===== src/rtl/rr_resource_arbiter_pkg.sv =====
`default_nettype none
// ============================================================================
// Module   : rr_resource_arbiter_pkg
// Purpose  : Shared state encodings and index helper for the round-robin
//            resource arbiter.
// Revision : 1.0  initial release
// ============================================================================
package rr_resource_arbiter_pkg;

   typedef enum logic [1:0] {
      IDLE  = 2'd0,
      GRANT = 2'd1,
      COOL  = 2'd2
   } arb_state_t;

   // Modular add for indices already below n; avoids a divider.
   function automatic int wrap_add(input int a, input int b, input int n);
      int s;
      s = a + b;
      return (s >= n) ? (s - n) : s;
   endfunction

endpackage

`default_nettype wire


===== src/rtl/rr_resource_arbiter_pick.sv =====
`default_nettype none
// ============================================================================
// Module   : rr_pick
// Purpose  : Combinational round-robin pick: first requester at or after ptr.
// Revision : 1.0  initial release
// ============================================================================
module rr_pick
   import rr_resource_arbiter_pkg::*;
#(
   parameter int N  = 4,
   parameter int IW = $clog2(N)
) (
   input  logic [N-1:0]  req,
   input  logic [IW-1:0] ptr,
   output logic          valid,
   output logic [IW-1:0] idx
);

   always_comb begin
      int j;
      valid = 1'b0;
      idx   = '0;
      for (int k = 0; k < N; k++) begin
         j = wrap_add(int'(ptr), k, N);
         if (!valid && req[j]) begin
            valid = 1'b1;
            idx   = IW'(j);
         end
      end
   end

endmodule

`default_nettype wire


===== src/rtl/rr_resource_arbiter.sv =====
`default_nettype none
// ============================================================================
// Module   : rr_resource_arbiter
// Purpose  : Round-robin owner arbitration for a shared register stage with
//            bounded tenure and a one-cycle cool-down between owners.
// Revision : 1.0  initial release
// ============================================================================
module rr_resource_arbiter
   import rr_resource_arbiter_pkg::*;
#(
   parameter int N        = 4,
   parameter int HOLD_MAX = 8
) (
   input  logic                 clk,
   input  logic                 rst,
   input  logic [N-1:0]         req,
   input  logic [N-1:0]         done,
   output logic [N-1:0]         gnt,
   output logic [$clog2(N)-1:0] gnt_id,
   output logic                 busy,
   output logic                 timeout
);

   localparam int             c_IW       = $clog2(N);
   localparam int             c_CW       = $clog2(HOLD_MAX);
   localparam logic [c_CW-1:0] c_CNT_LAST = c_CW'(HOLD_MAX - 1);
   localparam logic [N-1:0]   c_ONE      = {{(N-1){1'b0}}, 1'b1};

   arb_state_t       r_state, w_state_n;
   logic [c_IW-1:0]  r_ptr,   w_ptr_n;
   logic [c_CW-1:0]  r_cnt,   w_cnt_n;
   logic [N-1:0]     w_gnt_n;
   logic [c_IW-1:0]  w_id_n;
   logic             w_busy_n;
   logic             w_timeout_n;

   logic             w_valid;
   logic [c_IW-1:0]  w_idx;
   logic             w_rel_norm;
   logic             w_rel_force;

   rr_pick #(.N(N), .IW(c_IW)) u_pick (
      .req   (req),
      .ptr   (r_ptr),
      .valid (w_valid),
      .idx   (w_idx)
   );

   // Only the owner's bits matter; normal release wins over the hold limit.
   assign w_rel_norm  = !req[gnt_id] || done[gnt_id];
   assign w_rel_force = !w_rel_norm && (r_cnt == c_CNT_LAST);

   always_comb begin
      w_state_n   = r_state;
      w_ptr_n     = r_ptr;
      w_cnt_n     = r_cnt;
      w_gnt_n     = gnt;
      w_id_n      = gnt_id;
      w_busy_n    = busy;
      w_timeout_n = 1'b0;
      case (r_state)
         IDLE, COOL: begin
            if (w_valid) begin
               w_state_n = GRANT;
               w_gnt_n   = c_ONE << w_idx;
               w_id_n    = w_idx;
               w_busy_n  = 1'b1;
               w_cnt_n   = '0;
            end else begin
               w_state_n = IDLE;
               w_gnt_n   = '0;
               w_id_n    = '0;
               w_busy_n  = 1'b0;
            end
         end
         GRANT: begin
            if (w_rel_norm || w_rel_force) begin
               w_state_n   = COOL;
               w_gnt_n     = '0;
               w_id_n      = '0;
               w_busy_n    = 1'b0;
               w_ptr_n     = c_IW'(wrap_add(int'(gnt_id), 1, N));
               w_timeout_n = w_rel_force;
            end else begin
               w_cnt_n = r_cnt + c_CW'(1);
            end
         end
         default: begin
            w_state_n = IDLE;
            w_gnt_n   = '0;
            w_id_n    = '0;
            w_busy_n  = 1'b0;
         end
      endcase
   end

   always_ff @(posedge clk or posedge rst) begin
      if (rst) begin
         r_state <= IDLE;
         r_ptr   <= '0;
         r_cnt   <= '0;
         gnt     <= '0;
         gnt_id  <= '0;
         busy    <= 1'b0;
         timeout <= 1'b0;
      end else begin
         r_state <= w_state_n;
         r_ptr   <= w_ptr_n;
         r_cnt   <= w_cnt_n;
         gnt     <= w_gnt_n;
         gnt_id  <= w_id_n;
         busy    <= w_busy_n;
         timeout <= w_timeout_n;
      end
   end

endmodule

`default_nettype wire

===== config.mk =====
export PLATFORM = sky130hd
export DESIGN_NAME = rr_resource_arbiter
export DESIGN_NICKNAME = d
export VERILOG_FILES = /design/src/rtl/rr_resource_arbiter_pkg.sv /design/src/rtl/rr_resource_arbiter_pick.sv /design/src/rtl/rr_resource_arbiter.sv
export SDC_FILE = /design/constraint.sdc
export NUM_CORES = 1
export LEC_CHECK = 0
export CORE_MARGIN = 2
export CORE_UTILIZATION = 42
export CTS_CLUSTER_DIAMETER = 100
export CTS_CLUSTER_SIZE = 20
export DETAILED_ROUTE_END_ITERATION = 10
export MAX_ROUTING_LAYER = met4
export PLACE_DENSITY = 0.7
export SLEW_MARGIN = 10
export SYNTH_ARGS = -nofsm -noshare
export SYNTH_HDL_FRONTEND = slang
export SYNTH_SLANG_ARGS = --single-unit
export TNS_END_PERCENT = 20

===== constraint.sdc =====
create_clock -name clk -period 1.6 [get_ports clk]
set_input_delay 0.24 -clock clk [delete_from_list [all_inputs] [get_ports clk]]
set_output_delay 0.24 -clock clk [all_outputs]
set_load 0.05 [all_outputs]

==> impl_results.md <==
- Status: finished with violations
- Failing checks: setup timing
- Required time of the critical path: 1.80 ns
- Leak pwr: 0.5211 nW
- Die Footprint: 0.002070 sq mm
- Final setup skew: 0.004444 ns
- Slew Limit Headroom: 64.37%
- Number of buffers created by CTS: 3
- First-pass GRT wire length: 2691 microns
- Unrepaired setup endpoints after global routing: yes
- Post-route ant nets: 0
- Worst-path cell chain: mux4_2 -> nor3b_2 -> buf_4 -> mux2i_1
- Utilization of the core after routing: 66.13%
- Hold buffer count at cts: 0
- Average footprint of a synthesized cell: 11.48 sq um
- Final setup violation count: 1
- Largest stage delay, worst path: 0.56 ns
- Number of vias per cell after detailed routing: 5.336
- Highest achievable clock rate: 622.7 MHz
- Top cell type's share of synthesized area: 48.44%
- Final Critical Period: 1.606 ns
- Cell-internal power: 0.001018 W
- EDFF count, synth: 0
- Clock tree from TritonCTS: built
- Synth warn: 0
- Final Routed Wirelength: 1628 microns
- Switching power share of the total: 42.97%
- CTS Root Cell: sky130_fd_sc_hd__clkbuf_4
- DR pass1 iterations: 4
- Fraction of power consumed by the clock network: 11.6%
- Crit path max-delay cell type: sky130_fd_sc_hd__mux4_2
- Most frequent standard cell in the layout excluding fill and tap cells: sky130_fd_sc_hd__buf_4
- Worst-Margin Slew: 0.5339 ns
- Worst voltage drop across the vdd grid: 1096 uV
- DR vias: 603
- Worst hold-check path type: in2async
- Max clock buf depth: 2
- Initial core utilization: 46.39%
- Highest-count cells in the layout ignoring fill and taps: sky130_fd_sc_hd__buf_4, sky130_fd_sc_hd__dfrtp_1, sky130_fd_sc_hd__dlygate4sd2_1
- Violation count after the first detailed-routing iteration: 12
- Share of the clock period used by the worst path after layout: 100.4%
- Count of antenna diodes in the layout: 0
- Number of global-route vias before repair: 594
- H-tree lvl count: 1
- Ys async rst share: 100.0%
- Final hold violation count: 0
- Total number of clock tree sinks: 14
- Post-Place Cells: 109
- Weighted congestion reported at the end of routability-driven placement: 0.8081
- Final HPWL DP: 1320 microns
- Arrival @ worst endpoint: 1.80 ns
- Logic gate share of total power: 56.1%
- Later-pin clock latency in the skew report: 0.27 ns
- Largest area contributor in the netlist: sky130_fd_sc_hd__dfrtp_1
- Kind of end point of the critical path: flop
- Cell family with the largest share of critical-path delay: multiplexers
- Post-Layout Cell Count: 113
- Grt total ovfl: 0
- Startpoint type of the worst setup path: flop
- MaxCap Viol Count: 0
- Count of port buffers added during placement: 17
- Horiz. Die Dim: 45.50 microns
- Worst path bufs/invs: 1
- Total of flip-flops plus latches after synthesis: 14
- Pwr/cell area: 1731 mW/mm^2
- Post-synthesis instance area: 723.2 sq um
- Layout cells sized above 1: 34.02%
- Die span in y: 45.50 microns
- Setup CP Type: reg2reg
- Clock transition at the registers of the reported paths: 0.08 ns
- Nets in the synthesized netlist: 75
- Main area contributors after synthesis: sky130_fd_sc_hd__dfrtp_1, sky130_fd_sc_hd__a32o_1, sky130_fd_sc_hd__mux2i_1
- DRC: 0
- IO Pins: 18
- Largest fanout of any net on the critical path: 3
- Routed len/inst: 14.41 microns
- Initial antenna violation count: 0
- Post-synthesis to final-layout area growth: 42.56%
- Fraction of power consumed by sequential logic: 32.3%
- Pwr Total: 0.001785 W
- Sequential-to-total area share from yosys stat: 48.44%
- Core ar.: 0.001559 sq mm
- Nets: 110
- Maximum number of pins on one net before global-route repair: 15
- Worst path setup slack after routing: -0.005939 ns
- Cells after Synth: 63
- Switching Power: 0.0007669 W
- Layout filler cell count: 125
- Max Slew Vio Count: 0
- Post-CTS Setup Inserts: 0
- GRT Util Overall: 18.93%
- Std-Cell Rows: 14
- Yosys cell types: 25
- Most used DFF post-synth: sky130_fd_sc_hd__dfrtp_1
## layer usage
metal  part of all wire (%)  vias up  GRT usage, %
met5                      0        -             -
met4                      0        0         1.765
met2                     48        9         29.01
met1                     49      291         25.51
met3                    2.8        0         5.952
li1                       -      303             -
## power groups by stage
stage               Combinational [W]  Sequential, W  Clock [W]
floorplan                    0.000395       0.000828          0
global placement             0.000995       0.000581          0
detailed placement            0.00101       0.000582          0
CTS                           0.00101       0.000577   0.000215
global route                  0.00107       0.000590   0.000236
finish                        0.00100       0.000576   0.000207
## cell families (layout without fill, tap and decap cells)
logic type	after synthesis	after routing	synth area share, %
AO/OA/AOI/OAI	18	18	19.55
XOR/XNOR	1	1	1.211
adder cells (fa/ha/maj)	2	2	3.460
buffers and inverters	5	39	3.632
flip-flops	14	14	48.44
multiplexers	6	6	10.21
AND/OR/NAND/NOR	17	17	13.50
## Yosys cell counts, types with 2 or more instances
library cell               instances
sky130_fd_sc_hd__ha_1              2
sky130_fd_sc_hd__mux2i_1           4
sky130_fd_sc_hd__a32o_1            4
sky130_fd_sc_hd__a22o_1            2
sky130_fd_sc_hd__o21ai_0           3
sky130_fd_sc_hd__nand2_1           3
sky130_fd_sc_hd__dfrtp_1          14
sky130_fd_sc_hd__nor2b_1           2
sky130_fd_sc_hd__nand2b_1          6
sky130_fd_sc_hd__inv_1             4
sky130_fd_sc_hd__a21oi_1           3
sky130_fd_sc_hd__nor2_1            3
## worst register-to-register path: cells and delay by family, from the launching register on
| family | cells | cell delay (ns) |
|---|---|---|
| DFF | 1 | 0.38 |
| muxes | 2 | 0.77 |
| and+or+nand+nor | 1 | 0.21 |
| buffers and inverters | 1 | 0.17 |
## area by class of cell
| type | instances | area [sq um] | area share (%) |
|---|---|---|---|
| Inverter | 4 | 15.01 | 1.456 |
| Sequential cell | 14 | 351.6 | 34.10 |
| Clock buffer | 4 | 26.28 | 2.549 |
| Timing Repair Buffer | 31 | 245.2 | 23.79 |
| Multi-Input combinational cell | 44 | 372.9 | 36.17 |
| Tap cell | 16 | 20.02 | 1.942 |
## metrics by stage
stage	cell area (sq um)	hold WS [ns]	setup WS, ns	TNS, ns
2_1_floorplan	735.7	0.1292	-0.1620	-0.9210
3_3_place_gp	999.7	0.4686	-0.3661	-3.987
3_5_place_dp	999.7	0.4754	-0.4041	-4.197
4_1_cts	1031	0.3053	-0.03409	-0.04335
5_1_grt	1031	0.3482	-0.09055	-0.1954
6_report	1031	0.2954	-0.005939	-0.005939
## state kept, by name, indices dropped and copies added (netlist names)
signal / cells
gnt: 4
r_cnt: 3
gnt_id: 2
r_ptr: 2
busy: 1
r_state: 1
timeout: 1
## what timing repair did
item                                   CTS  global route
setup endpoints to repair               11             7
endpoints found under the hold margin    0             0
pin swaps                                1             1
gates resized for setup                 10             0
## final timing paths
path                            cells past startpoint        end       from  slack [ns]
worst max-delay path                                4   r_cnt[2]  gnt_id[1]      -0.006
worst min-delay path                                2   r_cnt[0]        rst        0.30
worst max register to register                      4   r_cnt[2]  gnt_id[1]      -0.006
worst min register to register                      1   r_cnt[0]   r_cnt[0]        0.48
max in group asynchronous                           2  gnt_id[1]        rst        0.92
min in group clk                                    1   r_cnt[0]   r_cnt[0]        0.48
Power figures use the tool's default switching activity.
==> RTL edit, RTL diff (config.mk and constraints unchanged) <==
Put one more register stage on the output `timeout`, cleared by the reset. The value now appears one clock later. The other outputs are not delayed to match.
--- a/src/rtl/rr_resource_arbiter.sv
+++ b/src/rtl/rr_resource_arbiter.sv
@@ -27,2 +27,4 @@
    localparam logic [N-1:0]   c_ONE      = {{(N-1){1'b0}}, 1'b1};
+
+   logic timeout_s0;
 
@@ -104,3 +106,3 @@
          busy    <= 1'b0;
-         timeout <= 1'b0;
+         timeout_s0 <= 1'b0;
       end else begin
@@ -112,3 +114,11 @@
          busy    <= w_busy_n;
-         timeout <= w_timeout_n;
+         timeout_s0 <= w_timeout_n;
+      end
+   end
+
+   always_ff @(posedge clk or posedge rst) begin
+      if (rst) begin
+         timeout <= '0;
+      end else begin
+         timeout <= timeout_s0;
       end
Behaviour: not the same (Yosys sat finds a counterexample within 10 cycles, from zero or initial values and one cycle with rst high).
==> RTL edit against the original RTL <==
Largest power group unchanged; critical path depth is 1 lower; first-iteration DRC count is 25% lower; area after synthesis is 1.7% higher; non-clock buffer count is 3 lower; fmax is 4.2% higher; combinational power is 6% lower; synthesized cell count is 3.2% higher; routed wire length is 12% lower; total power is 2.6% lower; sequential cell count is 1 higher; final area is 0.24% lower; worst setup slack better by 65 ps.
==> RTL edit: results (changes against the original RTL) <==
| Stage | Metric | Value | Delta |
|---|---|---|---|
| status | Outcome | finished clean |  |
| pwr | Leak Pwr | 0.535 nW | +2.7% |
| timing | Final min period | 1540 ps | -65.4 ps |
| drt | Total via count after detailed routing | 589 | -2.3% |
| pwr | Sequential group share of total power | 33.4% | +1.1 points |
| synthesis | Synth top cells by count | 15 x dfrtp_1, 5 x inv_1, 5 x mux2i_1, 5 x nand2_1, 5 x nand2b_1 |  |
| global routing | Total Routing Usage GR | 17.3% | -1.6 points |
| pwr | Switching share of power | 42.6% | -0.38 points |
| synthesis | Multiplexer area fraction after synthesis | 11.4% | +1.2 points |
| setup path | Worst reg2reg setup slack | 60 ps | +70 ps |
| placement | Post-DP Area | 982 µm² | -1.8% |
| pwr | Power Total | 0.00174 W | -2.6% |
| setup path | Worst r2r src | gnt_id[0] |  |
| synthesis | Ranking of synthesized cells by area | dfrtp_1 51%, mux2i_1 6.8%, a32o_1 5.4%, nand2b_1 4.3%, ha_1 3.4% |  |
| synthesis | Xor/xnor share of the synthesized area | 1.19% | -0.021 points |
| global routing | Global-route wire length before repair | 2490 µm | -7.5% |
| setup path | FF-to-FF path depth | 3 | -1 |
| placement | Placed Cells incl. Taps | 108 | -0.92% |
| synthesis | Net count after synthesis | 77 | +2.7% |
| global routing | Pin count of the biggest net entering global routing | 10 | -5 |
| timing | Transition time at the pin with the least slew margin | 385 ps | -149 ps |
| setup path | Stage delay of the slowest cell on the critical path | 540 ps | -20 ps |
| drt | Wirelength, routed | 1430 µm | -12% |
| final layout | Share of layout cells above drive strength 1 | 32.6% | -1.4 points |
| placement | Last weighted congestion value of the routability-driven placer | 0.817 | +1.1% |
| timing | Layout Skew | 5.24 ps | +0.796 ps |
| global routing | Number of global-route vias before repair | 643 | +8.2% |
| synthesis | Mean cell area of the mapped netlist | 11.3 µm² | -1.4% |
| synthesis | Complex-gate fraction of the synthesized area | 13.9% | -5.6 points |
==> RTL edit: cell type report <==
| type | count | area (µm²) | area share, % |
|---|---|---|---|
| timing repair buffer | 28 | 226 | 22.0 |
| inverter | 5 | 18.8 | 1.82 |
| multi-input combinational | 43 | 359 | 34.9 |
| tap | 17 | 21.3 | 2.07 |
| sequential | 15 | 377 | 36.6 |
| clock buffer | 4 | 26.3 | 2.55 |
==> RTL edit: how the worst min path moves through the flow <==
| stage | start | end | slack, ps | cells after the start |
|---|---|---|---|---|
| finish | rst | gnt[1] | 170 | 2 |
| global route | rst | gnt[2] | 180 | 2 |
| CTS | rst | gnt[1] | 170 | 2 |
| detailed placement | timeout_s0 | timeout | 340 | 0 |
| global placement | timeout_s0 | timeout | 340 | 0 |
| floorplan | rst | gnt[0] | 140 | 1 |
==> RTL edit: routing by layer <==
layer  vias up  global-route usage [%]  part of all wire, %
li1        296                       -                    -
met1       283                    17.9                   43
met2        10                    30.8                   54
met3         0                    3.57                  2.7
met4         0                    8.00                    0
met5         -                       -                    0
